**src/rtl/psum_accum_wb.sv**
```systemverilog
// rtl/psum_accum_wb.sv - psum write-back stage: direct write or read-accumulate-write into pmem
// Saturating per-lane accumulate with optional ReLU on the final pass.
module psum_accum_wb #(
    parameter int psum_bw    = 16,
    parameter int col        = 8,
    parameter int addr_width = 11
) (
    input  logic                      clk,
    input  logic                      reset,
    input  logic                      start,
    input  logic [addr_width-1:0]     num_vec,
    input  logic [addr_width-1:0]     base_addr,
    input  logic                      first_pass,
    input  logic                      last_pass,
    input  logic                      in_valid,
    input  logic [psum_bw*col-1:0]    in_data,
    output logic                      in_ready,
    output logic                      pmem_cen,
    output logic                      pmem_wen,
    output logic [addr_width-1:0]     pmem_addr,
    output logic [psum_bw*col-1:0]    pmem_d,
    input  logic [psum_bw*col-1:0]    pmem_q,
    output logic                      busy,
    output logic                      done
);

    localparam int dw = psum_bw * col;
    localparam logic [addr_width-1:0] addr_one = 1;

    typedef enum logic [2:0] {
        IDLE,
        ACCEPT,
        RD,
        WR,
        FIN
    } state_t;

    state_t                  state;
    state_t                  state_next;
    logic [addr_width-1:0]   num_r;
    logic [addr_width-1:0]   base_r;
    logic                    first_r;
    logic                    last_r;
    logic [addr_width-1:0]   idx_r;
    logic [dw-1:0]           vec_r;
    logic [dw-1:0]           wb_data;

    always_comb begin
        state_next = state;
        case (state)
            IDLE: begin
                if (start) begin
                    state_next = (num_vec == '0) ? FIN : ACCEPT;
                end
            end
            ACCEPT: begin
                if (in_valid && in_ready) begin
                    state_next = first_r ? WR : RD;
                end
            end
            RD: begin
                state_next = WR;
            end
            WR: begin
                state_next = (idx_r == num_r - addr_one) ? FIN : ACCEPT;
            end
            FIN: begin
                state_next = IDLE;
            end
            default: begin
                state_next = IDLE;
            end
        endcase
    end

    // Outputs are registered from state_next so the pins line up with the state they describe.
    always_ff @(posedge clk) begin
        if (reset) begin
            state     <= IDLE;
            num_r     <= '0;
            base_r    <= '0;
            first_r   <= 1'b0;
            last_r    <= 1'b0;
            idx_r     <= '0;
            vec_r     <= '0;
            in_ready  <= 1'b0;
            pmem_cen  <= 1'b1;
            pmem_wen  <= 1'b1;
            pmem_addr <= '0;
            busy      <= 1'b0;
            done      <= 1'b0;
        end else begin
            state <= state_next;
            if (state == IDLE && start) begin
                num_r   <= num_vec;
                base_r  <= base_addr;
                first_r <= first_pass;
                last_r  <= last_pass;
                idx_r   <= '0;
            end
            if (state == ACCEPT && in_valid && in_ready) begin
                vec_r <= in_data;
            end
            if (state == WR) begin
                idx_r <= idx_r + addr_one;
            end
            in_ready <= (state_next == ACCEPT);
            pmem_cen <= !(state_next == RD || state_next == WR);
            pmem_wen <= (state_next != WR);
            if (state_next == RD || state_next == WR) begin
                pmem_addr <= base_r + idx_r;
            end
            busy <= (state_next != IDLE);
            done <= (state_next == FIN);
        end
    end

    for (genvar k = 0; k < col; k++) begin : g_lane
        logic signed [psum_bw-1:0] lane_a;
        logic signed [psum_bw-1:0] lane_b;
        logic signed [psum_bw:0]   lane_sum;
        logic signed [psum_bw-1:0] lane_sat;

        assign lane_a   = vec_r[k*psum_bw +: psum_bw];
        assign lane_b   = first_r ? '0 : pmem_q[k*psum_bw +: psum_bw];
        assign lane_sum = {lane_a[psum_bw-1], lane_a} + {lane_b[psum_bw-1], lane_b};
        // Overflow shows up as the two top bits of the widened sum disagreeing.
        assign lane_sat = (lane_sum[psum_bw] != lane_sum[psum_bw-1])
                        ? (lane_sum[psum_bw] ? {1'b1, {(psum_bw-1){1'b0}}}
                                             : {1'b0, {(psum_bw-1){1'b1}}})
                        : lane_sum[psum_bw-1:0];
        assign wb_data[k*psum_bw +: psum_bw] = (last_r && lane_sat[psum_bw-1]) ? '0 : lane_sat;
    end

    // Write data is formed from registered vec_r and the SRAM's registered read port,
    // so it only moves at clock edges while still folding in the word read in RD.
    assign pmem_d = pmem_wen ? '0 : wb_data;

endmodule

```
**config.mk**
```make
export PLATFORM = sky130hd
export DESIGN_NAME = psum_accum_wb
export DESIGN_NICKNAME = d
export VERILOG_FILES = /design/src/rtl/psum_accum_wb.sv
export SDC_FILE = /design/constraint.sdc
export NUM_CORES = 1
export LEC_CHECK = 0
export ABC_AREA = 1
export CORE_ASPECT_RATIO = 0.75
export CORE_UTILIZATION = 54
export DETAILED_ROUTE_END_ITERATION = 10
export PLACE_DENSITY = 0.87
export SLEW_MARGIN = 40
export SYNTH_ARGS = -nofsm -noshare
export SYNTH_HDL_FRONTEND = slang
export SYNTH_SLANG_ARGS = --single-unit
```
**constraint.sdc**
```tcl
create_clock -name clk -period 10.85 [get_ports clk]
set_input_delay 2.17 -clock clk [delete_from_list [all_inputs] [get_ports clk]]
set_output_delay 2.17 -clock clk [all_outputs]
set_load 0.02 [all_outputs]
```
==> results.md, run 1 <==
* Hpwl dp at 46600 µm
* Vias at 19607
* Post-route DRC at 0
* Clock sink count at about 180
* Layout area overhead at 31.2%
* LEAKAGE at ~11 nW
* CTS Buffer Depth at 2
* Final ANT Viol Nets at 0
* Post-synth top area share at 0.224
* Root buf cell: clkbuf_16
* Logic pwr share at 0.354
* Critical Path Sink Type: primary output
* Power Dens Cells at around 100 mW/mm²
* Layout cell share with drive strength beyond 1 at 0.0276
* Hold buffers post-CTS at 0
* Switching part of the total power at 0.383
* Worst Hold Class: reg2reg
* Max-Slew Margin vs Limit at 0.456
* TritonCTS Buffers at 17
* Register area share after synthesis at 0.224
* Seq cells post-synth at roughly 180
* CP startpoint kind: primary input
* Most frequent cells after synthesis: nor2_1 (688), nand2_1 (345), inv_1 (331), a21oi_1 (235), o21ai_0 (222)
* Flop pwr share at 0.341
* RSZ-0062 raised after global routing: false
* Total global routing overflow at 0
* Final setup fails at 0
* Area contributors post-synth: dfxtp_1 (22%), nor2_1 (16%), ha_1 (12%), nand2_1 (7.9%), inv_1 (7.6%)
* Initial DRC Count at approximately 1800
* CP arrival at between 6 and 7 ns
* Post-layout minimum cycle time at approximately 8.7 ns
* DP Cell Count at ~3400
* Number of distinct library cells after synthesis at 45
* Worst EP required at a little under 9 ns
* Internal power at roughly 1.3 mW
* Starting density of the core at 0.554
* Synth Flop Type: dfxtp_1
* TritonRoute pass-1 iters at 8
* Synthesized cell area at roughly 0.016 mm²
* VDD IR max at between 0.00008 and 0.00009 V
* Sum of negative setup slack at 0 ns
* Critical path type: in2out
* # port buffers at between 400 and 500
* First-pass GRT wire length at around 93000 µm
* H-tree levels at 4
* Clock skew at around 0.014 ns
* Synth Warn # at 0
* Final Hold Fails at 0
* Vias in the first global route at around 18000
* Clock Latency Late Sink at about 0.46 ns
* Setup bufs post-CTS at 0
* Via/cell ratio at ~5.7
* Post-route insts no fill at around 3500
* Placer Congestion at ~1.0
* Tcrit/Tclk final at 0.800
* Final Max Tran Viols at 0
* Overall global routing resource usage at 0.375
* # rows at 54
* IO Count at approximately 430
* Avg WL per Cell at 17.3 µm
* Number of synthesized flops with an enable pin at 0
* Worst Tran Pin Value at around 0.81 ns
* Initial antenna violation count at 12
* # nets final at 3483
* Net Sw Power at roughly 0.81 mW
* Die H at roughly 150 µm
* Core area at approximately 0.029 mm²
* Clock network fraction of total power at 0.305
* Post-Syn Nets at 3118
* Syn Area/Cell at between 6 and 7 µm²
* Async S/R FF share, synth at 0
* Count leader, synth: nor2_1
* Fmax at about 0.12 GHz
* Largest net degree at the start of global routing at 105
* Syn Inst Count at 2671
* Peak fanout along the critical path at 15
* Total Wirelength at between 50000 and 60000 µm
* Outcome: completed
* Post-synth top area cell: dfxtp_1
* Die X at between 200 and 250 µm
* Post-CTS Resized at 0
* Max Cap Viol at 0
* Die area at 0.0309 mm²
* Clk slew on worst S/H paths at 0.07 ns
* CTS tree: built
## worst max-delay path: stages
cell and delay, ns:
clkdlybuf4s50_1 0.50, inv_1 0.06, nor2_1 0.11, ha_1 0.25, inv_1 0.08, fa_1 0.41
inv_1 0.12, nand3_1 0.09, nand2_1 0.10, nand4_1 0.08, nand3_1 0.17, nand3b_1 0.13
nand2_1 0.07, nand2_1 0.05, and2_1 0.15, ha_1 0.52, nand3_1 0.18, nand2_1 0.33
nor2_1 0.27, clkdlybuf4s50_1 0.65
## cells by family after synthesis
group,Yosys count,synth area share
flops,182,0.224
xor+xnor,60,0.0331
fa+ha+maj,163,0.129
buf+inv,420,0.0997
compound gates,568,0.191
simple gates,1278,0.323
## sequential cells by signal, indices dropped and copies added, names as in the netlist, 3 cells and up
name	count
num_r	11
state	3
vec_r	128
base_r	11
idx_r	11
pmem_addr	11
## per-stage QoR
stage                     total power [mW]  hold WS (ns)   util  setup slack, ns  instance area [µm²]
after floorplan                       1.19         0.448      -             3.92                16300
after global placement                1.46         0.470  0.706             2.41                20700
after detailed placement              1.47         0.473  0.706             2.27                20700
after CTS                             2.11         0.489  0.726             2.24                21300
after global routing                  2.24         0.524  0.727             1.85                21400
final                                 2.13         0.494  0.727             2.17                21400
## layer usage
metal | wire length (µm) | vias to the layer above | part of all wire | track usage
li1 | - | 9396 | - | -
met1 | 26300 | 9016 | 0.44 | 0.503
met2 | 25600 | 1026 | 0.43 | 0.583
met3 | 5390 | 165 | 0.090 | 0.0723
met4 | 2500 | 4 | 0.042 | 0.166
met5 | 27 | - | 0.00045 | 0
## area by class of cell
type	count	area, µm²
Inverter	334	1260
Tap cell	392	490
Clock inverter	13	150
Multi-Input combinational cell	2069	11000
Timing Repair Buffer	432	4320
Clock buffer	19	443
Antenna cell	10	25.0
Sequential cell	182	3650
Fill cell	2400	8020
## layout by cell type (no fill, tap or decap), types with 3 or more instances in the layout
master / instances
o211ai_1: 4
clkdlybuf4s50_1: 427
a31oi_1: 11
nand3b_1: 20
o21ai_0: 222
buf_4: 3
xor2_1: 45
inv_1: 330
diode_2: 10
clkinv_8: 3
a21o_1: 32
nor3_1: 22
o21bai_1: 26
dfxtp_1: 180
inv_6: 4
xnor2_1: 14
fa_1: 9
inv_8: 6
a211oi_1: 3
and2_1: 7
o31ai_1: 8
a21oi_1: 235
o21ai_1: 12
nand3_2: 5
or2_2: 26
a21boi_0: 4
nand3_1: 136
clkbuf_16: 17
nand4_1: 20
nand2_1: 345
ha_1: 154
nand2_2: 6
nor2_1: 687
## power by group through the flow
stage                     Clock [mW]  Combinational [mW]  Sequential (mW)
after floorplan                    0               0.460            0.732
after CTS                      0.653               0.735            0.725
after global routing           0.681               0.825            0.729
after global placement             0               0.723            0.739
final                          0.650               0.754            0.726
after detailed placement           0               0.729            0.741
## path summary, 6_finish.rpt
kind / cells past startpoint / to / slack (ns) / startpoint
worst max-delay path: 20 / pmem_d[41] / 2.17 / pmem_q[32]
worst min-delay path: 2 / num_r[1]$_SDFFE_PP0P_ / 0.49 / num_r[1]$_SDFFE_PP0P_
worst max register to register: 6 / idx_r[4]$_SDFFE_PP0P_ / 8.15 / state[1]$_SDFF_PP0_
worst min register to register: 2 / num_r[1]$_SDFFE_PP0P_ / 0.49 / num_r[1]$_SDFFE_PP0P_
Power figures use the tool's default switching activity.
==> inputs of run 2 (changes only) <==
- CORE_UTILIZATION: 54 -> 46
- PLACE_DENSITY: 0.87 -> 0.79
- clock period: 10.85 -> 7.05 ns (I/O delays scaled with it)
==> run 2 against run 1 <==
First-iteration DRC count up 0.74%; sequential power grew 53%; cell count grew 2.3%; highest routed layer unchanged; via count decreased by 2.6%; sequential share of layout area shrank 0.23 points; largest power group unchanged; worst hold slack hardly changed; largest cell class unchanged; critical path type unchanged; worst setup slack worse by 1.9 ns.
==> results.md, run 2 (synthesized netlist as in run 1, its figures left out) <==
* Outcome: completed
* R2r endpoint: idx_r[8]$_SDFFE_PP0P_
* Largest net degree at the start of global routing at 103
* Worst EP required at 5.64 ns
* Initial DRC Count at around 1800
* Overall global routing resource usage at 0.321
* Clock Latency Late Sink at between 0.4 and 0.5 ns
* H-tree levels at 4
* Post-layout minimum cycle time at roughly 6.8 ns
* Worst Tran Pin Value at roughly 0.75 ns
* CP Depth at 22
* Power Total at 3.31 mW
* Layout cell share with drive strength beyond 1 at 0.0349
* Most frequent CP cell: nor2_1
* Via/cell ratio at 5.40
* Total global routing overflow at 0
* Max-Slew Margin vs Limit at 0.503
* Setup bufs post-CTS at 0
* Cells along the critical path: clkdlybuf4s50_1 -> inv_1 -> nor2_1 -> ha_1 -> inv_1 -> fa_1 -> inv_1 -> nand3_1 -> nand2_1 -> nand4_1 -> nand3_1 -> nand3b_1 -> nand2_1 -> nand2_1 -> and2_1 -> ha_1 -> nor2_1 -> nor2_1 -> nor2_1 -> nand2_2 -> nor2_1 -> clkdlybuf4s50_1
* Setup WS post-layout at 0.290 ns
* Tcrit/Tclk final at 0.959
* Placement Cell Area at ~0.021 mm²
* CP startpoint kind: primary input
* CTS Buffer Depth at 2
* Die H at approximately 160 µm
* Post-route cell area at 0.0217 mm²
* Clock sink count at approximately 180
* Critical path type: in2out
* CTS tree: built
* Final Max Tran Viols at 0
* R2r setup slk at approximately 4.4 ns
* # rows at 59
* Worst slack at placement at roughly 0.17 ns
* Final Hold Fails at 0
* Root buf cell: clkbuf_16
* Worst setup path end: pmem_d[44]
* Die X at between 200 and 250 µm
* Biggest cell delay along the critical path at a little over 0.6 ns
* CP arrival at approximately 5.4 ns
* Post-route DRC at 0
* VDD IR max at 0.000178 V
* TritonCTS Buffers at 17
* Final ANT Viol Nets at 0
* Avg WL per Cell at about 17 µm
* Sum of negative setup slack at 0 ns
* Critical Path Sink Type: primary output
* Placer Congestion at 0.976
* LEAKAGE at between 10 and 15 nW
* Starting density of the core at 0.469
* Total Wirelength at ~60000 µm
* Layout area overhead at 32.9%
* Largest register FFs at approximately 130
* Peak fanout along the critical path at 15
* Max Cap Viol at 0
* IO Count at around 430
* Commonest non-fill, non-tap cell in the layout: nor2_1
* Worst Setup SP: pmem_q[32]
* R2R depth at 6
* CP delay by family, top: simple AND/OR/NAND/NOR gates
* First-pass GRT wire length at around 92000 µm
* TritonRoute pass-1 iters at 5
* # nets final at between 3000 and 4000
* Power Dens Cells at around 150 mW/mm²
* Clk slew on worst S/H paths at about 0.08 ns
* Vias at 19088
* Hpwl dp at approximately 47000 µm
* Fmax at 0.148 GHz
* Worst hold slack at roughly 0.49 ns
* Largest Register: vec_r
* Slowest CP cell: clkdlybuf4s50_1
* Initial antenna violation count at 9
* Worst Hold Class: reg2reg
* Most frequent cells in the layout: nor2_1 (687), clkdlybuf4s50_1 (409), nand2_1 (340)
* # port buffers at roughly 430
* Die area at 0.0362 mm²
* Final setup fails at 0
* Vias in the first global route at between 15000 and 20000
* Core area at roughly 0.035 mm²
* Clock skew at roughly 0.0096 ns
* Worst path bufs/invs at 5
* RR Startpoint: state[1]$_SDFF_PP0_
* RSZ-0062 raised after global routing: false
* Hold Path Depth at 2
-- run 2: per-stage QoR --
step	cells	utilization
finish	3532	0.623
detailed placement	3491	0.603
global placement	3491	0.603
global route	3529	0.623
CTS	3523	0.620
floorplan	2671	-
-- run 2: area by class of cell --
cell class	instances	area, µm²
Tap cell	457	572
Fill cell	3300	13100
Timing Repair Buffer	449	4500
Multi-Input combinational cell	2069	11100
Clock inverter	15	179
Antenna cell	9	22.5
Sequential cell	182	3650
Clock buffer	17	425
Inverter	334	1260
-- run 2: how the worst min path moves through the flow --
stage / startpoint / endpoint / slack (ns)
after floorplan: num_r[1]$_SDFFE_PP0P_ / num_r[1]$_SDFFE_PP0P_ / 0.45
after global placement: pmem_addr[0]$_SDFFE_PP0P_ / pmem_addr[0]$_SDFFE_PP0P_ / 0.47
after detailed placement: pmem_addr[0]$_SDFFE_PP0P_ / pmem_addr[0]$_SDFFE_PP0P_ / 0.48
after CTS: pmem_addr[0]$_SDFFE_PP0P_ / pmem_addr[0]$_SDFFE_PP0P_ / 0.49
after global routing: pmem_addr[0]$_SDFFE_PP0P_ / pmem_addr[0]$_SDFFE_PP0P_ / 0.52
final: pmem_addr[0]$_SDFFE_PP0P_ / pmem_addr[0]$_SDFFE_PP0P_ / 0.49
-- run 2: worst min-delay path: cells and delay by family (launching register included) --
family	cells	cell delay (ns)
flip-flops	1	0.33
AND/OR/NAND/NOR	2	0.13
-- run 2: what timing repair did --
item,4_1_cts,5_1_grt
hold buffers,0,0
resized for setup,0,24
setup endpoints to repair,0,90
hold endpoints to repair,0,0
-- run 2: where the power goes --
part           leakage (nW)  internal (mW)  switching (mW)  total [mW]
registers              1.48           1.08          0.0388        1.11
clock network         0.298          0.511           0.512        1.02
logic                  9.63          0.477           0.698        1.17
-- run 2: routing by layer --
layer  wire length, µm  vias to the layer above  GRT usage
li1                  -                     9447          -
met1             27400                     8826      0.446
met2             26000                      743      0.494
met3              4950                       70     0.0687
met4              1190                        2     0.0947
met5                14                        -          0
